File: config.mk
export PLATFORM = sky130hd
export DESIGN_NAME = match_job_arbiter
export DESIGN_NICKNAME = d
export VERILOG_FILES = /design/src/rtl/match_job_arbiter.sv
export SDC_FILE = /design/constraint.sdc
export NUM_CORES = 1
export LEC_CHECK = 0
export BUFFER_PORTS_ARGS = -buffer_cell sky130_fd_sc_hd__buf_2
export CORE_MARGIN = 4
export CORE_UTILIZATION = 25
export CTS_CLUSTER_DIAMETER = 150
export CTS_CLUSTER_SIZE = 28
export DETAILED_ROUTE_END_ITERATION = 16
export GPL_ROUTABILITY_DRIVEN = 0
export SLEW_MARGIN = 20
export SYNTH_ARGS = -nofsm -noshare
export SYNTH_HDL_FRONTEND = slang
export SYNTH_SLANG_ARGS = --single-unit
export TNS_END_PERCENT = 1
File: constraint.sdc
create_clock -name clock -period 2.4 [get_ports clock]
set_clock_uncertainty 0.15 [all_clocks]
set_input_delay 0.48 -clock clock [delete_from_list [all_inputs] [get_ports clock]]
set_output_delay 0.48 -clock clock [all_outputs]
set_load 0.03 [all_outputs]
File: src/rtl/match_job_arbiter.sv
// ============================================================================
// Module   : match_job_arbiter
// Brief    : Round-robin arbiter sharing one string-match engine among job
//            sources; routes in-order engine results back to job owners.
//            Optional MATCH_ARB_STATS_EN adds per-requester job counters.
// Revision : 1.0 - initial release
// ============================================================================
`default_nettype none

module match_job_arbiter #(
    parameter int NUM_REQUESTERS   = 2,
    parameter int OWNER_FIFO_DEPTH = 4,
    localparam int ID_W            = $clog2(NUM_REQUESTERS)
) (
    input  logic                          clock,
    input  logic                          reset,
    input  logic [8*NUM_REQUESTERS-1:0]   req_data,
    input  logic [NUM_REQUESTERS-1:0]     req_valid,
    input  logic [NUM_REQUESTERS-1:0]     req_last,
    output logic [NUM_REQUESTERS-1:0]     req_ready,
    output logic [7:0]                    out_data,
    output logic                          out_valid,
    output logic                          out_last,
    output logic [ID_W-1:0]               out_source,
    input  logic                          res_valid,
    input  logic                          res_match,
    output logic [NUM_REQUESTERS-1:0]     req_res_valid,
    output logic                          req_res_match,
    output logic                          err_orphan
`ifdef MATCH_ARB_STATS_EN
    ,
    output logic [16*NUM_REQUESTERS-1:0]  job_count
`endif
);

    localparam int c_PTR_W = $clog2(OWNER_FIFO_DEPTH);
    localparam int c_CNT_W = $clog2(OWNER_FIFO_DEPTH + 1);

    typedef enum logic [0:0] {
        ST_IDLE    = 1'b0,
        ST_GRANTED = 1'b1
    } state_t;

    state_t              r_state;
    logic [ID_W-1:0]     r_grant;
    logic [ID_W-1:0]     r_rr_ptr;
    logic [ID_W-1:0]     r_fifo [OWNER_FIFO_DEPTH];
    logic [c_PTR_W-1:0]  r_wr_ptr;
    logic [c_PTR_W-1:0]  r_rd_ptr;
    logic [c_CNT_W-1:0]  r_count;

    logic                w_pick_found;
    logic [ID_W-1:0]     w_pick_id;
    logic [ID_W-1:0]     w_scan_idx;
    logic [7:0]          w_sel_data;
    logic                w_sel_valid;
    logic                w_sel_last;
    logic                w_accept;
    logic                w_push;
    logic                w_pop;
    logic                w_full;
    logic                w_empty;
    logic [ID_W-1:0]     w_rr_next;

    // Scan downward so the lowest offset from rr_ptr is the final winner.
    always_comb begin
        w_pick_found = 1'b0;
        w_pick_id    = '0;
        w_scan_idx   = '0;
        for (int k = NUM_REQUESTERS - 1; k >= 0; k--) begin
            w_scan_idx = ID_W'((int'(r_rr_ptr) + k) % NUM_REQUESTERS);
            if (req_valid[w_scan_idx]) begin
                w_pick_found = 1'b1;
                w_pick_id    = w_scan_idx;
            end
        end
    end

    always_comb begin
        w_sel_data  = '0;
        w_sel_valid = 1'b0;
        w_sel_last  = 1'b0;
        for (int i = 0; i < NUM_REQUESTERS; i++) begin
            if (r_grant == ID_W'(i)) begin
                w_sel_data  = req_data[8*i +: 8];
                w_sel_valid = req_valid[i];
                w_sel_last  = req_last[i];
            end
        end
    end

    always_comb begin
        req_ready = '0;
        if (r_state == ST_GRANTED) begin
            req_ready[r_grant] = 1'b1;
        end
    end

    assign w_accept  = (r_state == ST_GRANTED) && w_sel_valid;
    assign w_push    = w_accept && w_sel_last;
    assign w_full    = (r_count == c_CNT_W'(OWNER_FIFO_DEPTH));
    assign w_empty   = (r_count == '0);
    assign w_pop     = res_valid && !w_empty;
    assign w_rr_next = (r_grant == ID_W'(NUM_REQUESTERS - 1)) ? '0 : r_grant + ID_W'(1);

    always_ff @(posedge clock) begin
        if (w_push) begin
            r_fifo[r_wr_ptr] <= r_grant;
        end
    end

    always_ff @(posedge clock) begin
        if (reset) begin
            r_state       <= ST_IDLE;
            r_grant       <= '0;
            r_rr_ptr      <= '0;
            r_wr_ptr      <= '0;
            r_rd_ptr      <= '0;
            r_count       <= '0;
            out_data      <= '0;
            out_valid     <= 1'b0;
            out_last      <= 1'b0;
            out_source    <= '0;
            req_res_valid <= '0;
            req_res_match <= 1'b0;
            err_orphan    <= 1'b0;
        end else begin
            case (r_state)
                ST_IDLE: begin
                    if (w_pick_found && !w_full) begin
                        r_grant <= w_pick_id;
                        r_state <= ST_GRANTED;
                    end
                end
                ST_GRANTED: begin
                    if (w_push) begin
                        r_rr_ptr <= w_rr_next;
                        r_state  <= ST_IDLE;
                    end
                end
                default: r_state <= ST_IDLE;
            endcase

            out_valid  <= w_accept;
            out_data   <= w_accept ? w_sel_data : '0;
            out_last   <= w_accept && w_sel_last;
            out_source <= w_accept ? r_grant : '0;

            if (w_push) begin
                r_wr_ptr <= r_wr_ptr + c_PTR_W'(1);
            end
            if (w_pop) begin
                r_rd_ptr <= r_rd_ptr + c_PTR_W'(1);
            end
            // Push and pop together leave occupancy unchanged, even when full.
            case ({w_push, w_pop})
                2'b10:   r_count <= r_count + c_CNT_W'(1);
                2'b01:   r_count <= r_count - c_CNT_W'(1);
                default: r_count <= r_count;
            endcase

            req_res_valid <= '0;
            if (w_pop) begin
                req_res_valid[r_fifo[r_rd_ptr]] <= 1'b1;
            end
            req_res_match <= w_pop && res_match;
            err_orphan    <= err_orphan || (res_valid && w_empty);
        end
    end

`ifdef MATCH_ARB_STATS_EN
    logic [15:0] r_job_count [NUM_REQUESTERS];

    for (genvar g = 0; g < NUM_REQUESTERS; g++) begin : g_stats
        always_ff @(posedge clock) begin
            if (reset) begin
                r_job_count[g] <= '0;
            end else if (w_push && (r_grant == ID_W'(g)) && (r_job_count[g] != 16'hFFFF)) begin
                r_job_count[g] <= r_job_count[g] + 16'd1;
            end
        end
        assign job_count[16*g +: 16] = r_job_count[g];
    end
`endif

endmodule

`default_nettype wire

======== Word-level counts from Yosys, hierarchy flattened ========
Memories as Yosys holds them, arrays and structs flattened. A register that Yosys moved wholly into a read port is not among the register bits.
Cells that the tools add are included.
storage, ports and cells
  register bits ........................... 25
  memory bits (writable) .................. 4
  bits of input ports ..................... 24
  memories kept ........................... 1
memories
  name    words  bits a word  read ports  clocked after memory_dff  wr ports  line  text
  r_fifo  4      1            1           1                         1         47    logic [ID_W-1:0] r_fifo [OWNER_FIFO_DEPTH];
operators by class
  $add $sub $neg .......................... 6
  magnitude comparators ................... 6
  eq/ne operators ......................... 3
  multiplexer cells ....................... 25
  bitwise logic cells ..................... 3
  reduce and logical (&&, ||, !) cells .... 17
operator list
  kind                 number
  $mux 1               17
  $logic_and 1x1->1    8
  $lt 1x2->1 const B   4
  $mux 8               1
  $mux 2               3
  $pmux 3 s2           1
  $add 2x1->2 const B  2
  $reduce_and 2->1     2
  $reduce_or 2->1      2
  $add 3x1->3 const B  1
  $eq 3x3->1 const B   1
  $logic_not 3->1      1
  $not 1->1            3
  $sub 3x1->3 const B  1
  $add 1x1->1 const B  2
  $demux 1 s1          2
  $eq 2x1->1 const B   1
  $eq 2x2->1 const B   1
  $ge 1x1->1 const B   2
  $logic_not 1->1      2
  $pmux 1 s2           1
  $reduce_bool 2->1    1
  $logic_or 1x1->1     1

======== Depth between registers and ports, before layout ========
  word-level depth ........................ 8
  mapped depth ............................ 10
  depth with buffers taken out ............ 9

======== Worst setup path after synthesis ========
No wires, ideal clock.
  path type ............................... register to register
  from .................................... register r_grant
  to ...................................... register r_count[2]
  data arrival time ....................... 1.968 ns
  slack ................................... 0.211 ns
  stages on the path, launching flop included .. 11
  buffers on the path ..................... 1
  clock period less this slack ............ 2.189 ns
  cell sequence ........................... dfxtp_1 > buf_2 > nand4b_2 > nand2_2 > inv_1 > ha_1 > inv_1 > fa_1 > xor2_1 > or3_1 > a21oi_1
on the way
  word-level cells in the longest chain between the ends .. 5
  elaborated cells on any way between the ends .. 8
RTL lines
  item                                                    line  text
  start: declaration                                      45    logic [ID_W-1:0] r_grant;
  start signal: assignment                                131   r_grant <= w_pick_id;
  $mux 1                                                  84    if (r_grant == ID_W'(i)) begin
  $logic_and 1x1->1                                       99    assign w_accept = (r_state == ST_GRANTED) && w_sel_valid;
  $logic_and 1x1->1 *                                     100   assign w_push = w_accept && w_sel_last;
  $eq 2x1->1 / $eq 2x2->1 (equally long branches)         156   case ({w_push, w_pop})
  $pmux 3 s2 / $reduce_bool 2->1 (equally long branches)  -
  end signal: assignment                                  157   2'b10: r_count <= r_count + c_CNT_W'(1);
  end signal: assignment                                  158   2'b01: r_count <= r_count - c_CNT_W'(1);
  end signal: assignment                                  159   default: r_count <= r_count;
  end: declaration                                        50    logic [c_CNT_W-1:0] r_count;
Mark *: on every way between the ends. The rest lies on a longest branch, timed or not.
A chain may end at the register's enable or synchronous reset.

======== Worst setup path after layout ========
  from .................................... register r_count[0]
  to ...................................... register r_count[2]
on the way
  word-level cells in the longest chain between the ends .. 5
  elaborated cells on any way between the ends .. 9
RTL lines
  item                                                    line  text
  $logic_not 3->1 *                                       102   assign w_empty = (r_count == '0);
  $logic_not 1->1 *                                       103   assign w_pop = res_valid && !w_empty;
  $logic_and 1x1->1 *                                     103
  named net w_pop                                         60    logic w_pop;
  $eq 2x1->1 / $eq 2x2->1 (equally long branches)         156
  $pmux 3 s2 / $reduce_bool 2->1 (equally long branches)  -
Mark *: on every way through the listed nets, which the timed path passes. The rest lies on a longest branch.

==> flow_summary.yaml <==
status:
  status: "finished, final reports clean"
detailed_routing:
  drt_wl_total_microns: 2405
  postRouteAntennaNets: 0
  firstDrtPassIters: 2
  drt_iter0_markers: 34
  wl_per_cell_microns: 10.06
  vias_per_cell: 3.950
  drc: 0
  vias: 944
floorplan:
  start_util: 0.2608
  placementRows: 26
  die-area_sq_um: 6634
  core-area_sq_um: 5172
  die_x_microns: 81.45
  dieHeight_microns: 81.45
  io_pins: 41
worst_setup_path:
  worstSetupStartpoint: "r_count[0]"
  crit_family: "adder cells"
  path_cells: "o31ai_4 > inv_1 > ha_1 > inv_1 > fa_1 > xor2_1 > or3_1 > a21oi_1"
  cpPeakStageDelay_ns: 0.47
  crit_path_end_kind: "flip-flop"
  startpoint_type: "flip-flop"
  cp_common_cell: "inv_1"
  crit_path_max_fanout: 6
  crit_slowest_cell: "dfxtp_1"
  cp.arrival_ns: 2.15
  crit_buf_inv: 2
  r2r_start: "r_count[0]"
  path_class: "reg -> reg"
  cp.required_ns: 2.46
cts:
  cts_tree: "built"
  clk_latency_ns: 0.27
  cts_root_buf: "clkbuf_8"
  htree_levels: 2
  cts_buffer_depth: 2
  clk_pin_slew_ns: 0.06
  cts_resized: 0
  cts_buffers: 5
  cts_setup_buffers: 0
  ctsHoldBuffers: 0
  cts_sinks: 31
synthesis:
  synth.cell_area_sq_um: 1349
  synth_common_cells: "dfxtp_1 (27), nor2_1 (13), mux2i_1 (11), inv_1 (8), nor2_2 (8)"
  postSynthCellCount: 123
  yosysTopAreaCellShare: 0.4007
  ys_warn_count: 0
  synth_seq_cells: 31
  synthFlopType: "dfxtp_1"
  ys_types: 35
  synth_async_sr_flop_share: 0
  syn_area_per_cell_sq_um: 10.97
  synth_nets: 153
  synth_most_common_cell: "dfxtp_1"
  synth_edf_count: 4
  synth_top_cell_by_area: "dfxtp_1"
  synthTopCellsByArea: "dfxtp_1 (40%), edfxtp_1 (8.9%), mux2i_1 (8.2%)"
  yosysSeqAreaShare: 0.4898
sta:
  slew_headroom: 0.7928
  rsz0062_at_grt: "false"
  setup_viol: 0
  final-hold-violation-count: 0
  worst_slew_pin_slew_ns: 0.3060
  clock.fmax_ghz: 0.4784
  fin_crit_sh: 0.8709
  slew_violations: 0
  fin_crit_ns: 2.090
  tns_ns: 0
grt:
  antenna_found_initial: 0
  overflow: 0
  grt_pass1_vias: 819
  grt_pass1_wl_microns: 3650
  grt_max_degree: 19
  grt_use_total: 0.07619
hold_path:
  worstHoldStart: "res_match"
  hold_path_class: "in -> reg"
cells_and_area:
  syn_to_final_growth_pct: 27.09
  fin_nets: 198
  diodes: 0
  final_area_sq_um: 1714
  drive_gt1_frac: 0.3964
placement:
  hpwl_microns: 1898
  dpl_cell_area_sq_um: 1623
  portBuffers: 40
power_and_ir_drop:
  powerDensity_nw_per_um2: 807.7
  p_leak_nw: 0.7466
  vdd_drop_max_mv: 0.2019
run:
  drv_cap: 0
-- worst register-to-register path, cell delays in order (launching register included) --
cell	delay, ns
dfxtp_1	0.47
o31ai_4	0.14
inv_1	0.08
ha_1	0.17
inv_1	0.06
fa_1	0.37
xor2_1	0.15
or3_1	0.30
a21oi_1	0.14
-- state kept, by name, indices dropped and copies added (netlist names), named ones only --
signal and flops:
req_res_valid 2, r_fifo 4, r_rd_ptr 2, req_res_match 1, out_last 1, r_state 1
r_wr_ptr 2, out_valid 1, r_grant 1, r_count 3, err_orphan 1, out_data 8
out_source 1, r_rr_ptr 1
-- logic make-up (layout without fill, tap and decap cells) --
family / after synthesis / count (layout) / synth area share
AND/OR/NAND/NOR: 44 / 44 / 0.1957
flip-flops: 31 / 31 / 0.4898
buffers and inverters: 14 / 60 / 0.05194
multiplexers: 13 / 13 / 0.1067
AO/OA/AOI/OAI: 11 / 11 / 0.06865
adder cells (fa/ha/maj): 6 / 6 / 0.06123
XOR/XNOR: 4 / 4 / 0.02597
-- placed cells by master, fill, tap and decap left out, types with 2 or more instances in the layout --
cell,count
nor2_1,13
buf_4,3
ha_1,5
edfxtp_1,4
mux2i_1,11
a21oi_1,5
dfxtp_1,27
nor2_2,8
nand2b_1,4
xor2_1,4
nor3_1,2
inv_1,8
clkbuf_8,6
and2_1,7
buf_2,40
-- per-stage QoR --
stage	total power, mW	hold WS, ns	worst slack [ns]	std cells	util
after floorplan	0.9041	0.2928	0.2114	123	-
after global placement	0.9944	0.3148	0.1503	231	0.3137
after detailed placement	0.9977	0.3099	0.1201	231	0.3137
after CTS	1.415	0.2533	0.2888	239	0.3314
after global routing	1.480	0.2574	0.1694	239	0.3314
final	1.385	0.2608	0.3098	239	0.3314
-- final cells by class --
cell class	count	area [sq um]
Multi-Input combinational cell	78	618.1
Clock inverter	1	5.005
Sequential cell	31	660.6
Timing Repair Buffer	43	222.7
Tap cell	70	87.58
Inverter	9	33.78
Clock buffer	7	86.33
Fill cell	542	3458
-- layer usage --
layer	global-route usage	vias to the layer above	wire length, microns
li1	-	495	-
met1	0.08519	420	989
met4	0.07095	0	87
met3	0.02083	5	156
met2	0.1164	24	1172
met5	0	-	0
-- worst paths after layout --
kind / slack (ns) / depth (start not counted) / endpoint
worst max-delay path: 0.31 / 8 / r_count[2]
worst max register to register: 0.31 / 8 / r_count[2]
worst min register to register: 0.31 / 2 / r_rr_ptr
worst min-delay path: 0.26 / 2 / req_res_match
-- power breakdown --
part	leakage [nW]	internal [mW]	switching, mW
clock	0.0482	0.231	0.174
combinational	0.442	0.151	0.196
sequential	0.257	0.584	0.0492
total	0.747	0.965	0.419
Note: power is estimated with default switching activity, not from simulation.
